$ cat config.mk
export PLATFORM = sky130hd
export DESIGN_NAME = tft_frame_monitor
export DESIGN_NICKNAME = d
export VERILOG_FILES = /design/src/rtl/tft_frame_monitor.sv
export SDC_FILE = /design/constraint.sdc
export NUM_CORES = 1
export LEC_CHECK = 0
export CORE_ASPECT_RATIO = 1.25
export CORE_MARGIN = 1
export CORE_UTILIZATION = 29
export DETAILED_ROUTE_END_ITERATION = 7
export GPL_TIMING_DRIVEN = 1
export PLACE_DENSITY = 0.43
export SETUP_SLACK_MARGIN = 0.2
export SLEW_MARGIN = 20
export SYNTH_ARGS = -nofsm -noshare
export SYNTH_HDL_FRONTEND = slang
export SYNTH_SLANG_ARGS = --single-unit
$ cat constraint.sdc
create_clock -name clk -period 9.9 [get_ports clk]
set_input_delay 1.98 -clock clk [delete_from_list [all_inputs] [get_ports clk]]
set_output_delay 1.98 -clock clk [all_outputs]
set_load 0.005 [all_outputs]
$ cat src/rtl/tft_frame_monitor.sv
// Receive-side TFT pixel-stream monitor: recovers frame and line framing from den alone.
// Reports geometry, line period, an RGB checksum and a probed pixel once per completed frame.
module tft_frame_monitor #(
    parameter int H_ACT    = 800,
    parameter int V_ACT    = 480,
    parameter int H_TOTAL  = 1056,
    parameter int VGAP_MIN = 2000
) (
    input  logic        clk,
    input  logic        rst,
    input  logic        den,
    input  logic [7:0]  r,
    input  logic [7:0]  g,
    input  logic [7:0]  b,
    input  logic [10:0] probe_x,
    input  logic [9:0]  probe_y,
    input  logic        probe_load,
    output logic        frame_valid,
    output logic [10:0] width,
    output logic [9:0]  height,
    output logic [10:0] line_period,
    output logic [23:0] checksum,
    output logic [23:0] probe_rgb,
    output logic        probe_hit,
    output logic        err_width,
    output logic        err_height,
    output logic        err_period,
    output logic        locked,
    output logic [15:0] frame_count
);
    localparam int            GW      = $clog2(VGAP_MIN + 1);
    localparam logic [GW-1:0] GAP_END = GW'(VGAP_MIN);
    localparam logic [10:0]   X_EXP   = 11'(H_ACT);
    localparam logic [10:0]   P_EXP   = 11'(H_TOTAL);
    localparam logic [10:0]   X_MAX   = 11'h7FF;
    localparam logic [9:0]    Y_EXP   = 10'(V_ACT);
    localparam logic [9:0]    Y_MAX   = 10'h3FF;

    typedef enum logic [1:0] {SEARCH, VBLANK, LINE, HBLANK} state_t;
    state_t state, state_nxt;

    logic [GW-1:0] gap, gap_inc;
    logic [10:0]   x_cnt, prd_cnt, prd_last, last_w;
    logic [9:0]    y_cnt;
    logic [23:0]   sum_acc, cap_rgb, pix;
    logic [10:0]   shd_x, act_x, nxt_x, tgt_x, pix_col;
    logic [9:0]    shd_y, act_y, nxt_y, tgt_y, pix_row;
    logic          hit_acc, err_w_acc, err_p_acc;
    logic          gap_full, frame_start, frame_end, line_rise, line_fall, pix_cap;

    assign pix      = {r, g, b};
    assign gap_full = (gap == GAP_END);
    assign gap_inc  = gap_full ? gap : gap + 1'b1;

    // A den rise landing on the same edge that completes the vertical gap both ends the old frame and starts a new one.
    always_comb begin
        state_nxt   = state;
        frame_start = 1'b0;
        frame_end   = 1'b0;
        line_rise   = 1'b0;
        line_fall   = 1'b0;
        case (state)
            SEARCH: if (gap_full) begin
                if (den) begin
                    frame_start = 1'b1;
                    state_nxt   = LINE;
                end else begin
                    state_nxt   = VBLANK;
                end
            end
            VBLANK: if (den) begin
                frame_start = 1'b1;
                state_nxt   = LINE;
            end
            LINE: if (!den) begin
                line_fall = 1'b1;
                state_nxt = HBLANK;
            end
            HBLANK: if (gap_full) begin
                frame_end = 1'b1;
                if (den) begin
                    frame_start = 1'b1;
                    state_nxt   = LINE;
                end else begin
                    state_nxt   = VBLANK;
                end
            end else if (den) begin
                line_rise = 1'b1;
                state_nxt = LINE;
            end
            default: state_nxt = SEARCH;
        endcase
    end

    always_ff @(posedge clk or posedge rst) begin
        if (rst) state <= SEARCH;
        else     state <= state_nxt;
    end

    // Probe target switches to the shadow (or a same-edge load) only on the frame's first pixel.
    assign nxt_x   = probe_load ? probe_x : shd_x;
    assign nxt_y   = probe_load ? probe_y : shd_y;
    assign tgt_x   = frame_start ? nxt_x : act_x;
    assign tgt_y   = frame_start ? nxt_y : act_y;
    assign pix_col = (state == LINE) ? x_cnt : 11'd0;
    assign pix_row = frame_start ? 10'd0 : y_cnt;
    assign pix_cap = (frame_start | line_rise | ((state == LINE) & den))
                     & (pix_col == tgt_x) & (pix_row == tgt_y);

    always_ff @(posedge clk or posedge rst) begin
        if (rst) begin
            gap         <= '0;
            x_cnt       <= '0;
            y_cnt       <= '0;
            prd_cnt     <= '0;
            prd_last    <= '0;
            last_w      <= '0;
            sum_acc     <= '0;
            cap_rgb     <= '0;
            shd_x       <= '0;
            shd_y       <= '0;
            act_x       <= '0;
            act_y       <= '0;
            hit_acc     <= 1'b0;
            err_w_acc   <= 1'b0;
            err_p_acc   <= 1'b0;
            frame_valid <= 1'b0;
            width       <= '0;
            height      <= '0;
            line_period <= '0;
            checksum    <= '0;
            probe_rgb   <= '0;
            probe_hit   <= 1'b0;
            err_width   <= 1'b0;
            err_height  <= 1'b0;
            err_period  <= 1'b0;
            locked      <= 1'b0;
            frame_count <= '0;
        end else begin
            frame_valid <= 1'b0;
            if (probe_load) begin
                shd_x <= probe_x;
                shd_y <= probe_y;
            end

            case (state)
                SEARCH:  gap <= den ? '0 : gap_inc;
                LINE:    if (!den) gap <= GW'(1);
                HBLANK:  if (!den) gap <= gap_inc;
                default: ;
            endcase

            if (frame_start || line_rise)
                prd_cnt <= 11'd1;
            else if ((state == LINE || state == HBLANK) && prd_cnt != X_MAX)
                prd_cnt <= prd_cnt + 11'd1;

            if (frame_start) begin
                x_cnt     <= 11'd1;
                y_cnt     <= '0;
                sum_acc   <= pix;
                act_x     <= nxt_x;
                act_y     <= nxt_y;
                hit_acc   <= pix_cap;
                cap_rgb   <= pix_cap ? pix : 24'd0;
                err_w_acc <= 1'b0;
                err_p_acc <= 1'b0;
                prd_last  <= '0;
            end else begin
                if (line_rise) begin
                    prd_last <= prd_cnt;
                    if (prd_cnt != P_EXP || prd_cnt == X_MAX) err_p_acc <= 1'b1;
                    x_cnt   <= 11'd1;
                    sum_acc <= sum_acc + pix;
                end
                if (state == LINE && den) begin
                    if (x_cnt != X_MAX) x_cnt <= x_cnt + 11'd1;
                    sum_acc <= sum_acc + pix;
                end
                if (line_fall) begin
                    last_w <= x_cnt;
                    if (x_cnt != X_EXP || x_cnt == X_MAX) err_w_acc <= 1'b1;
                    if (y_cnt != Y_MAX) y_cnt <= y_cnt + 10'd1;
                end
                if (pix_cap) begin
                    hit_acc <= 1'b1;
                    cap_rgb <= pix;
                end
            end

            if (frame_end) begin
                frame_valid <= 1'b1;
                width       <= last_w;
                height      <= y_cnt;
                line_period <= prd_last;
                checksum    <= sum_acc;
                probe_rgb   <= hit_acc ? cap_rgb : 24'd0;
                probe_hit   <= hit_acc;
                err_width   <= err_w_acc;
                err_height  <= (y_cnt != Y_EXP) || (y_cnt == Y_MAX);
                err_period  <= err_p_acc;
                locked      <= !(err_w_acc || err_p_acc || (y_cnt != Y_EXP) || (y_cnt == Y_MAX));
                frame_count <= frame_count + 16'd1;
            end
        end
    end
endmodule

==> run summary <==
Worst vdd ir - 0.000132 V
Gr ovfl total - 0
CTS tree - yes
Post-synth EDFFs - 0
Final Setup Violations - 0
DRT Wirelength - 35.4 mm
Core area - 44000 um^2
CP startpoint kind - input port
Worst EP required - 10.36 ns
#FFs+latches synth - 262
Outcome - finished clean
Pre-Repair DR Iteration Count - 5
Hold WC Path Type - register to register
Share of layout cells above drive strength 1 - 6.98%
Vias - 10200
Slew @ Worst Pin - 1.04 ns
Fin Clk Skew - 0.00804 ns
Total CTS buffers - 30
Comb power frac - 32.4%
Hold-critical path endpoint - probe_rgb[6]
Mapped Cells - 1400
Wire length per cell - 16.7 um
Total Routing Usage GR - 15.9%
Slowest cell on crit path - clkdlybuf4s50_1
RR Endpoint - cap_rgb[23]
Ys flop type - dfrtp_1
Setup CP Type - input port to register
Ports - 151
Slew Limit Headroom - 30.8%
Largest net degree at the start of global routing - 170
Max cap viols - 0
Cell Count, Final, Fillers Out - 2119
Endpoints failing hold - 0
Clock sink count - 262
Avg Cell Area, Syn - 9.23 um^2
Slew Limit Fails - 0
Initial Util - 29.4%
Internal power - 2.37 mW
Final net count - 1612
Worst R2R Start - state[0]
Number of global-route vias before repair - 10500
# resized after CTS - 0
FP Rows - 86
Period utilization - 60.0%
Fmax - 0.168 GHz
Crit end category - register
Reg2Reg Depth - 12
Switching power - 1.29 mW
Crit path DAT - 6.40 ns
Post-DP HPWL - 24.2 mm
Cells along the critical path - clkdlybuf4s50_1 -> nor3b_2 -> nand4_4 -> nand2_4 -> buf_4 -> mux2_2 -> or4bb_1 -> a32oi_1 -> nand4_4 -> mux2i_1
Post-synthesis sequential area ratio - 50.7%
Clock share of power - 30.9%
Post-synth ARST share - 100%
Initial antenna violation count - 0
Final antenna-violating net count - 0
DRC Markers - 0
Most frequent CP cell - nand4_4
First-pass GRT wire length - 57.6 mm
Yosys cell types - 75
Sw frac - 35.3%
Max incr delay on CP - 0.80 ns
Clock Pin Slew Worst Setup and Hold Paths - 0.06 ns
Worst hold stages - 2
Number of buffers added on ports - 150
Mapped Area - 12900 um^2
Critical Path Fanout Max - 57
RSZ-0062 raised after global routing - no
CTS H-tree lvls - 1
YS warnings - 0
Placed cells - 2065
Deepest clock path buffer count - 3
Placer Congestion - 0.794
P&R area growth vs syn - 23.7%
DR vias/cell - 4.80
Initial DRC Count - 459
Die width - 191 um
Period minus WS final - 5.94 ns
Post-CTS Setup Bufs - 0
Root Driver - clkbuf_16
CTS Hold Buffers Added - 0
Flop pwr share - 36.7%
DIE AREA - 45400 um^2
Setup Total Neg Slack - 0 ns
Post-Syn Nets - 1487
Pwr dens - 229 nW/um^2
Min-delay src - probe_rgb[6]
R2r setup slk - 5.12 ns
N_diodes - 0
Leak pwr - 7.58 nW
Worst skew pair latency - 0.55 ns
Die Ht - 238 um
==> logic make-up after synthesis <==
| kind of cell | Yosys count | synth area share, % |
|---|---|---|
| AND/OR/NAND/NOR | 613 | 21.0 |
| flip-flops | 262 | 50.7 |
| AO/OA/AOI/OAI | 224 | 10.7 |
| buffers and inverters | 136 | 4.11 |
| multiplexers | 72 | 5.98 |
| XOR/XNOR | 55 | 3.73 |
| adder cells (fa/ha/maj) | 38 | 3.74 |
==> per-layer routing <==
layer | share of wire, % | track usage [%]
met1 | 44 | 20.4
met2 | 49 | 27.4
met3 | 3.8 | 1.88
met4 | 2.7 | 5.28
met5 | 0 | 0
==> synthesized netlist by cell type, drive strengths merged, types with 3 or more instances <==
cell | n | area (um^2)
a211o | 3 | 26.3
a211oi | 6 | 45.0
a21o | 15 | 113
a21oi | 72 | 360
a22oi | 6 | 45.0
a31oi | 10 | 62.6
and3 | 20 | 125
and4 | 4 | 37.5
buf | 10 | 57.6
clkbuf | 58 | 218
dfrtp | 262 | 6560
ha | 37 | 463
inv | 68 | 255
mux2 | 33 | 383
mux2i | 39 | 390
nand2 | 351 | 1330
nand2b | 5 | 31.3
nand3 | 51 | 255
nand4 | 20 | 155
nor2 | 101 | 382
nor2b | 6 | 37.5
nor3 | 24 | 120
nor3b | 7 | 57.6
nor4 | 8 | 50.1
nor4b | 3 | 26.3
o211ai | 8 | 60.1
o21ai | 67 | 335
o22ai | 5 | 31.3
o31ai | 3 | 22.5
xnor2 | 33 | 289
xor2 | 22 | 193
==> critical path, delay by kind of cell <==
family | cells | cell delay [ns]
compound gates | 1 | 0.34
buf+inv | 2 | 1.30
mux | 2 | 0.58
simple gates | 5 | 2.11
==> layout make-up <==
class,instances,area (um^2)
fill,4530,28000
sequential,262,6560
multi-input combinational,1002,5860
timing repair buffer,161,1600
clock buffer,43,861
tap,572,716
inverter,68,263
clock inverter,11,141
==> through the flow <==
stage                     setup WS [ns]  utilization, %  hold WS [ns]  area (um^2)  power, mW
after floorplan                   0.708               -         0.435        12900       2.23
after global placement             3.42            34.0         0.448        15000       2.55
after detailed placement           3.35            34.1         0.453        15000       2.56
after CTS                          3.93            36.3         0.470        16000       3.73
after global routing               3.66            36.3         0.483        16000       3.92
final                              3.96            36.3         0.461        16000       3.66
==> state kept, by name, indices dropped and copies added (netlist names), 11 cells and up <==
name         count
frame_count     16
prd_cnt         11
last_w          11
sum_acc         24
shd_x           11
x_cnt           11
act_x           11
gap             11
line_period     11
probe_rgb       24
cap_rgb         24
prd_last        11
width           11
checksum        24
==> power by group through the flow <==
stage | logic (mW) | registers (mW) | clock network (mW)
final | 1.19 | 1.34 | 1.13
after global routing | 1.34 | 1.37 | 1.22
after CTS | 1.20 | 1.35 | 1.18
after detailed placement | 1.20 | 1.36 | 0
after global placement | 1.18 | 1.36 | 0
after floorplan | 0.918 | 1.31 | 0
==> how the worst max path moves through the flow <==
stage | from | end | slack (ns) | cells after the start
2_1_floorplan | rst | act_x[0] | 0.71 | 1
3_3_place_gp | den | cap_rgb[12] | 3.42 | 10
6_report | den | cap_rgb[23] | 3.96 | 10
3_5_place_dp | den | cap_rgb[10] | 3.35 | 10
4_1_cts | den | cap_rgb[10] | 3.93 | 10
5_1_grt | den | cap_rgb[9] | 3.66 | 10
==> cell usage in the layout (no fill, tap or decap), drive strengths merged, types with 6 or more instances in the layout <==
cell and instances:
a211oi 6, xnor2 33, clkdlybuf4s50 150, nor3 24, mux2i 39, dfrtp 262
inv 69, a21oi 72, nor2 101, nor4 8, nand2 351, and3 20
a31oi 10, mux2 33, o21ai 67, nand3 51, a22oi 6, clkbuf 43
buf 11, xor2 22, nor3b 7, nand4 20, a21o 15, ha 37
o211ai 8, nor2b 6
(Power assumes the default switching activity.)
